`src/rtl/fetch_pkg.sv`:
```
`default_nettype none
// ============================================================================
// Module      : fetch_pkg
// Description : Shared types and constants for the instruction fetch queue.
// Revision    : 1.0
// ============================================================================
package fetch_pkg;

  localparam int FETCH_PC_W  = 9;
  localparam int FETCH_INS_W = 32;
  localparam int FETCH_DEPTH = 4;
  localparam int PC_STEP     = 4;

  typedef struct packed {
    logic [FETCH_PC_W-1:0]  pc;
    logic [FETCH_INS_W-1:0] instr;
  } fetch_entry_t;

endpackage
`default_nettype wire

```
`src/rtl/fetch_fifo.sv`:
```
`default_nettype none
// ============================================================================
// Module      : fetch_fifo
// Description : Circular buffer of fetched {pc, instr} entries with clear.
// Revision    : 1.0
// ============================================================================
module fetch_fifo
  import fetch_pkg::*;
#(
  parameter int  DEPTH   = FETCH_DEPTH,
  parameter type ENTRY_T = fetch_entry_t
) (
  input  logic                   clock,
  input  logic                   reset,
  input  logic                   clear,
  input  logic                   push,
  input  ENTRY_T                 push_data,
  input  logic                   pop,
  output logic                   head_valid,
  output ENTRY_T                 head,
  output logic [$clog2(DEPTH):0] count
);

  localparam int c_addr_w = $clog2(DEPTH);

  ENTRY_T              r_mem [DEPTH];
  logic [c_addr_w-1:0] r_wr_ptr;
  logic [c_addr_w-1:0] r_rd_ptr;
  logic [c_addr_w:0]   r_count;
  logic                w_do_pop;

  assign w_do_pop = pop && (r_count != '0);

  // Storage is not reset; the head is masked by the count instead.
  always_ff @(posedge clock) begin
    if (push && !clear) begin
      r_mem[r_wr_ptr] <= push_data;
    end
  end

  always_ff @(posedge clock or posedge reset) begin
    if (reset) begin
      r_wr_ptr <= '0;
      r_rd_ptr <= '0;
      r_count  <= '0;
    end else if (clear) begin
      r_wr_ptr <= '0;
      r_rd_ptr <= '0;
      r_count  <= '0;
    end else begin
      if (push) begin
        r_wr_ptr <= r_wr_ptr + c_addr_w'(1);
      end
      if (w_do_pop) begin
        r_rd_ptr <= r_rd_ptr + c_addr_w'(1);
      end
      case ({push, w_do_pop})
        2'b10:   r_count <= r_count + (c_addr_w+1)'(1);
        2'b01:   r_count <= r_count - (c_addr_w+1)'(1);
        default: r_count <= r_count;
      endcase
    end
  end

  assign head_valid = (r_count != '0);
  assign head       = head_valid ? r_mem[r_rd_ptr] : '0;
  assign count      = r_count;

endmodule
`default_nettype wire

```
`src/rtl/insn_fetch_queue.sv`:
```
`default_nettype none
// ============================================================================
// Module      : insn_fetch_queue
// Description : Credit-limited sequential fetch with redirect flush and drop.
// Revision    : 1.0
// ============================================================================
module insn_fetch_queue
  import fetch_pkg::*;
#(
  parameter int PC_W  = FETCH_PC_W,
  parameter int INS_W = FETCH_INS_W,
  parameter int DEPTH = FETCH_DEPTH
) (
  input  logic                   clock,
  input  logic                   reset,
  input  logic                   redirect_valid,
  input  logic [PC_W-1:0]        redirect_pc,
  output logic                   imem_req_valid,
  output logic [PC_W-1:0]        imem_req_addr,
  input  logic                   imem_req_ready,
  input  logic                   imem_rsp_valid,
  input  logic [INS_W-1:0]       imem_rsp_data,
  output logic                   if_valid,
  output logic [PC_W-1:0]        if_pc,
  output logic [INS_W-1:0]       if_instr,
  input  logic                   if_ready,
  output logic [$clog2(DEPTH):0] occupancy
);

  localparam int                c_cnt_w   = $clog2(DEPTH) + 1;
  localparam logic [c_cnt_w:0]  c_depth   = (c_cnt_w+1)'(DEPTH);
  localparam logic [PC_W-1:0]   c_pc_step = PC_W'(PC_STEP);

  typedef struct packed {
    logic [PC_W-1:0]  pc;
    logic [INS_W-1:0] instr;
  } entry_t;

  logic [PC_W-1:0]    r_fetch_pc;
  logic [PC_W-1:0]    r_rsp_pc;
  logic [c_cnt_w-1:0] r_outstanding;
  logic [c_cnt_w-1:0] r_drop_cnt;
  logic [c_cnt_w:0]   w_credit_used;
  logic               w_rsp_live;
  logic               w_req_fire;
  logic               w_push;
  logic               w_pop;
  logic               w_head_valid;
  entry_t             w_push_entry;
  entry_t             w_head;

  // A response with nothing outstanding is a protocol error and is ignored.
  assign w_rsp_live    = imem_rsp_valid && (r_outstanding != '0);
  assign w_credit_used = {1'b0, occupancy} + {1'b0, r_outstanding};
  assign imem_req_valid = !reset && !redirect_valid && (w_credit_used < c_depth);
  assign imem_req_addr  = r_fetch_pc;
  assign w_req_fire     = imem_req_valid && imem_req_ready;
  assign w_push         = w_rsp_live && !redirect_valid && (r_drop_cnt == '0);
  assign w_pop          = w_head_valid && if_ready;
  assign w_push_entry   = '{pc: r_rsp_pc, instr: imem_rsp_data};

  always_ff @(posedge clock or posedge reset) begin
    if (reset) begin
      r_fetch_pc    <= '0;
      r_rsp_pc      <= '0;
      r_outstanding <= '0;
      r_drop_cnt    <= '0;
    end else begin
      r_outstanding <= r_outstanding + c_cnt_w'(w_req_fire) - c_cnt_w'(w_rsp_live);
      if (redirect_valid) begin
        // Everything still in flight after this cycle belongs to the old path.
        r_fetch_pc <= redirect_pc;
        r_rsp_pc   <= redirect_pc;
        r_drop_cnt <= r_outstanding - c_cnt_w'(w_rsp_live);
      end else begin
        if (w_req_fire) begin
          r_fetch_pc <= r_fetch_pc + c_pc_step;
        end
        if (w_push) begin
          r_rsp_pc <= r_rsp_pc + c_pc_step;
        end
        if (w_rsp_live && (r_drop_cnt != '0)) begin
          r_drop_cnt <= r_drop_cnt - c_cnt_w'(1);
        end
      end
    end
  end

  fetch_fifo #(
    .DEPTH   (DEPTH),
    .ENTRY_T (entry_t)
  ) u_fifo (
    .clock      (clock),
    .reset      (reset),
    .clear      (redirect_valid),
    .push       (w_push),
    .push_data  (w_push_entry),
    .pop        (w_pop),
    .head_valid (w_head_valid),
    .head       (w_head),
    .count      (occupancy)
  );

  assign if_valid = w_head_valid;
  assign if_pc    = w_head.pc;
  assign if_instr = w_head.instr;

endmodule
`default_nettype wire

```
`config.mk`:
```
export PLATFORM = sky130hd
export DESIGN_NAME = insn_fetch_queue
export DESIGN_NICKNAME = d
export VERILOG_FILES = /design/src/rtl/fetch_pkg.sv /design/src/rtl/fetch_fifo.sv /design/src/rtl/insn_fetch_queue.sv
export SDC_FILE = /design/constraint.sdc
export NUM_CORES = 1
export LEC_CHECK = 0
export CORE_ASPECT_RATIO = 1.75
export CORE_UTILIZATION = 50
export DETAILED_ROUTE_END_ITERATION = 12
export PLACE_DENSITY = 0.82
export SKIP_CTS_REPAIR_TIMING = 1
export SLEW_MARGIN = 20
export SYNTH_ARGS = -nofsm -noshare
export SYNTH_HDL_FRONTEND = slang
export SYNTH_SLANG_ARGS = --single-unit
```
`constraint.sdc`:
```
create_clock -name clock -period 3.2 [get_ports clock]
set_input_delay 0.64 -clock clock [delete_from_list [all_inputs] [get_ports clock]]
set_output_delay 0.64 -clock clock [all_outputs]
set_load 0.01 [all_outputs]
```
==> impl_metrics.tcl <==
set metrics [dict create \
    die_h_um 169.8 \
    synth_top_area_share 0.6121 \
    hold_path.class "flip-flop to flip-flop" \
    ys.flop_type "edfxtp_1" \
    setup_viol 0 \
    syn_inst 448 \
    clk_pin_slew_worst_paths_ns 0.07 \
    place_inst 734 \
    slew_headroom 0.5821 \
    start_kind "flip-flop" \
    synth_top_cell_by_area "edfxtp_1" \
    fill_cells 1092 \
    p_leak_uw 0.003456 \
    rsz0062_at_grt "false" \
    period_needed_ns 2.992 \
    root_buffer "clkbuf_16" \
    power_density_nw_per_um2 744.7 \
    critical_path_arrival_ns 3.35 \
    overflow 0 \
    htree_levels 4 \
    grt_first_pass_wirelength_um 24180 \
    violations "DRC" \
    stdcell_area_um2 10010 \
    hold_viol 0 \
    die_area_um2 16620 \
    post-route-util 0.6335 \
    async_reset_ff_frac 0.1590 \
    grt_pass1_vias 4609 \
    die_w_um 97.89 \
    hold_end "imem_req_addr[1]" \
    cts_buffer_depth 2 \
    insertion_delay_ns 0.43 \
    io_pins 102 \
    status "complete, but fails checks" \
    nets 627 \
    dp_hpwl_um 9994 \
    antenna_found_initial 0 \
    r2r_end "r_outstanding[2]" \
    drc 5 \
    yosysWarnings 0 \
    reg2reg_depth 10 \
    area_growth_pct 24.40 \
    final.period_utilization 0.9351 \
    synth_nets 511 \
    diodes 0 \
    busiest_layer "met2" \
    worstSetupEndpointType "flip-flop" \
    synth_area_um2 8045 \
    worst-path-max-fanout 7 \
    slew_viol_final 0 \
    first_pass_iters 8 \
    grt.met1_usage 0.2087 \
    yosys.cell_types.count 47 \
    start_util 0.5092 \
    fp.coreArea_um2 15800 \
    cts_made_buffers 17 \
    critPathKind "flip-flop to flip-flop" \
    rows 61 \
    layout-drive-gt1-share 0.1785 \
    grt_usage 0.1971 \
    min_from "imem_req_addr[1]" \
    avgSynthCellArea_um2 17.96 \
    ys_seq_area_frac 0.7086 \
    rr_startpoint "u_fifo.count[2]" \
    via_per_inst 5.653 \
    worstMarginPinSlew_ns 0.6231 \
    placed_area_um2 9415 \
    gp_congestion 0.7953 \
    grt_max_degree 45 \
    clock-sinks 195 \
    maxCapViolCount 0 \
    cts_tree "built" \
    drtIter0Drc 245 \
    vdd_drop_max_uv 459.7 \
    routed_wl_um 15370 \
    layoutNonFillerInstCount 766 \
    drtAntennaViolNets 0 \
    yosys-top-cells-area "edfxtp_1 61%, mux4_2 11%, dfrtp_1 9.6%" \
    whs_ns 0.5162 \
    portBuffers 101 \
    required_ns 3.56 \
    finClkSkew_ns 0.01452 \
    globalRouteMet3Util 0.04407 \
    global_route.usage.met2 0.3665 \
    wl_per_cell_um 20.07 \
    ys_ff_latch 195 \
    synth_edf_count 164 \
    r2r_slack_ns 0.21 \
    hold_path_depth 2 \
    clock.fmax_ghz 0.3342 \
    vias 4330 \
]
==> cell usage in the layout, fill, tap and decap left out, types with 9 or more instances in the layout <==
master             n
ha_1              14
nor2_1             9
clkbuf_16         17
inv_1             17
nand2_1           13
and2_1            41
edfxtp_1         164
mux4_2            41
clkdlybuf4s50_1  100
dfrtp_1           29
buf_4             10
==> state kept, by name, indices dropped and copies added, names as in the netlist <==
register and flops:
u_fifo.count 3, u_fifo.r_mem 164, u_fifo.r_rd_ptr 2, r_outstanding 3
imem_req_addr 9, u_fifo.r_wr_ptr 2, r_rsp_pc 9, r_drop_cnt 3
==> metrics by stage <==
| stage | TNS (ns) | setup slack (ns) | total power, uW |
|---|---|---|---|
| 6_report | 0 | 0.2077 | 7453 |
| 5_1_grt | 0 | 0.07487 | 7803 |
| 4_1_cts | 0 | 0.01108 | 7539 |
| 3_5_place_dp | -0.07994 | -0.07994 | 5444 |
| 3_3_place_gp | 0 | 0.04991 | 5366 |
| 2_1_floorplan | 0 | 0.09393 | 4374 |
==> routing by layer <==
metal	part of all wire	vias to the layer above
met4	0.029	0
met3	0.050	28
met5	0	-
li1	-	1957
met1	0.36	2197
met2	0.57	148
==> Yosys cell counts, types with 4 or more instances <==
master	instances
a21o_1	4
clkbuf_1	14
dfrtp_1	31
nor2_1	9
xor2_1	7
buf_2	4
xnor2_1	7
nand3_1	8
nand2_1	13
and2_1	45
mux2i_1	7
mux4_2	41
edfxtp_1	164
a21oi_1	5
o21ai_1	6
mux2_2	4
ha_1	14
inv_1	17
nor3_1	5
==> power by group <==
part	switching, uW	internal (uW)	total (uW)
combinational	1040	1270	2310
sequential	140	2910	3050
clock	913	1180	2100
==> area by class of cell <==
cell class / count / area, um2 / share of cell area
inverter: 19 / 73.82 / 0.007376
clock buffer: 18 / 439.2 / 0.04388
tap: 189 / 236.5 / 0.02363
timing repair buffer: 117 / 1209 / 0.1208
multi-input combinational: 214 / 2196 / 0.2194
clock inverter: 14 / 151.4 / 0.01513
sequential: 195 / 5703 / 0.5698
==> logic make-up (layout without fill, tap and decap cells) <==
kind of cell,after synthesis,after routing,synth area share
compound gates,27,27,0.02271
mux,53,53,0.1305
fa+ha+maj,16,16,0.02675
simple gates,104,104,0.07714
flops,195,195,0.7086
buf+inv,39,168,0.01913
xor+xnor,14,14,0.01524
==> worst max path at each step <==
stage               startpoint          endpoint  slack [ns]  depth (start not counted)
2_1_floorplan  u_fifo.count[2]  r_outstanding[2]        0.09                         10
3_3_place_gp             reset  r_outstanding[2]        0.05                         10
3_5_place_dp             reset  r_outstanding[2]       -0.08                         10
4_1_cts        u_fifo.count[2]    imem_req_valid        0.01                          4
5_1_grt        u_fifo.count[2]  r_outstanding[2]        0.07                         10
6_report       u_fifo.count[2]  r_outstanding[2]        0.21                         10
==> critical path, stage by stage (launching register included) <==
cell	delay, ns
dfrtp_1	0.45
ha_1	0.34
or4_4	0.54
nor4b_4	0.33
inv_4	0.05
ha_1	0.29
inv_1	0.05
ha_1	0.18
fa_1	0.38
xnor2_1	0.18
xnor2_1	0.13
(Power assumes the default switching activity.)
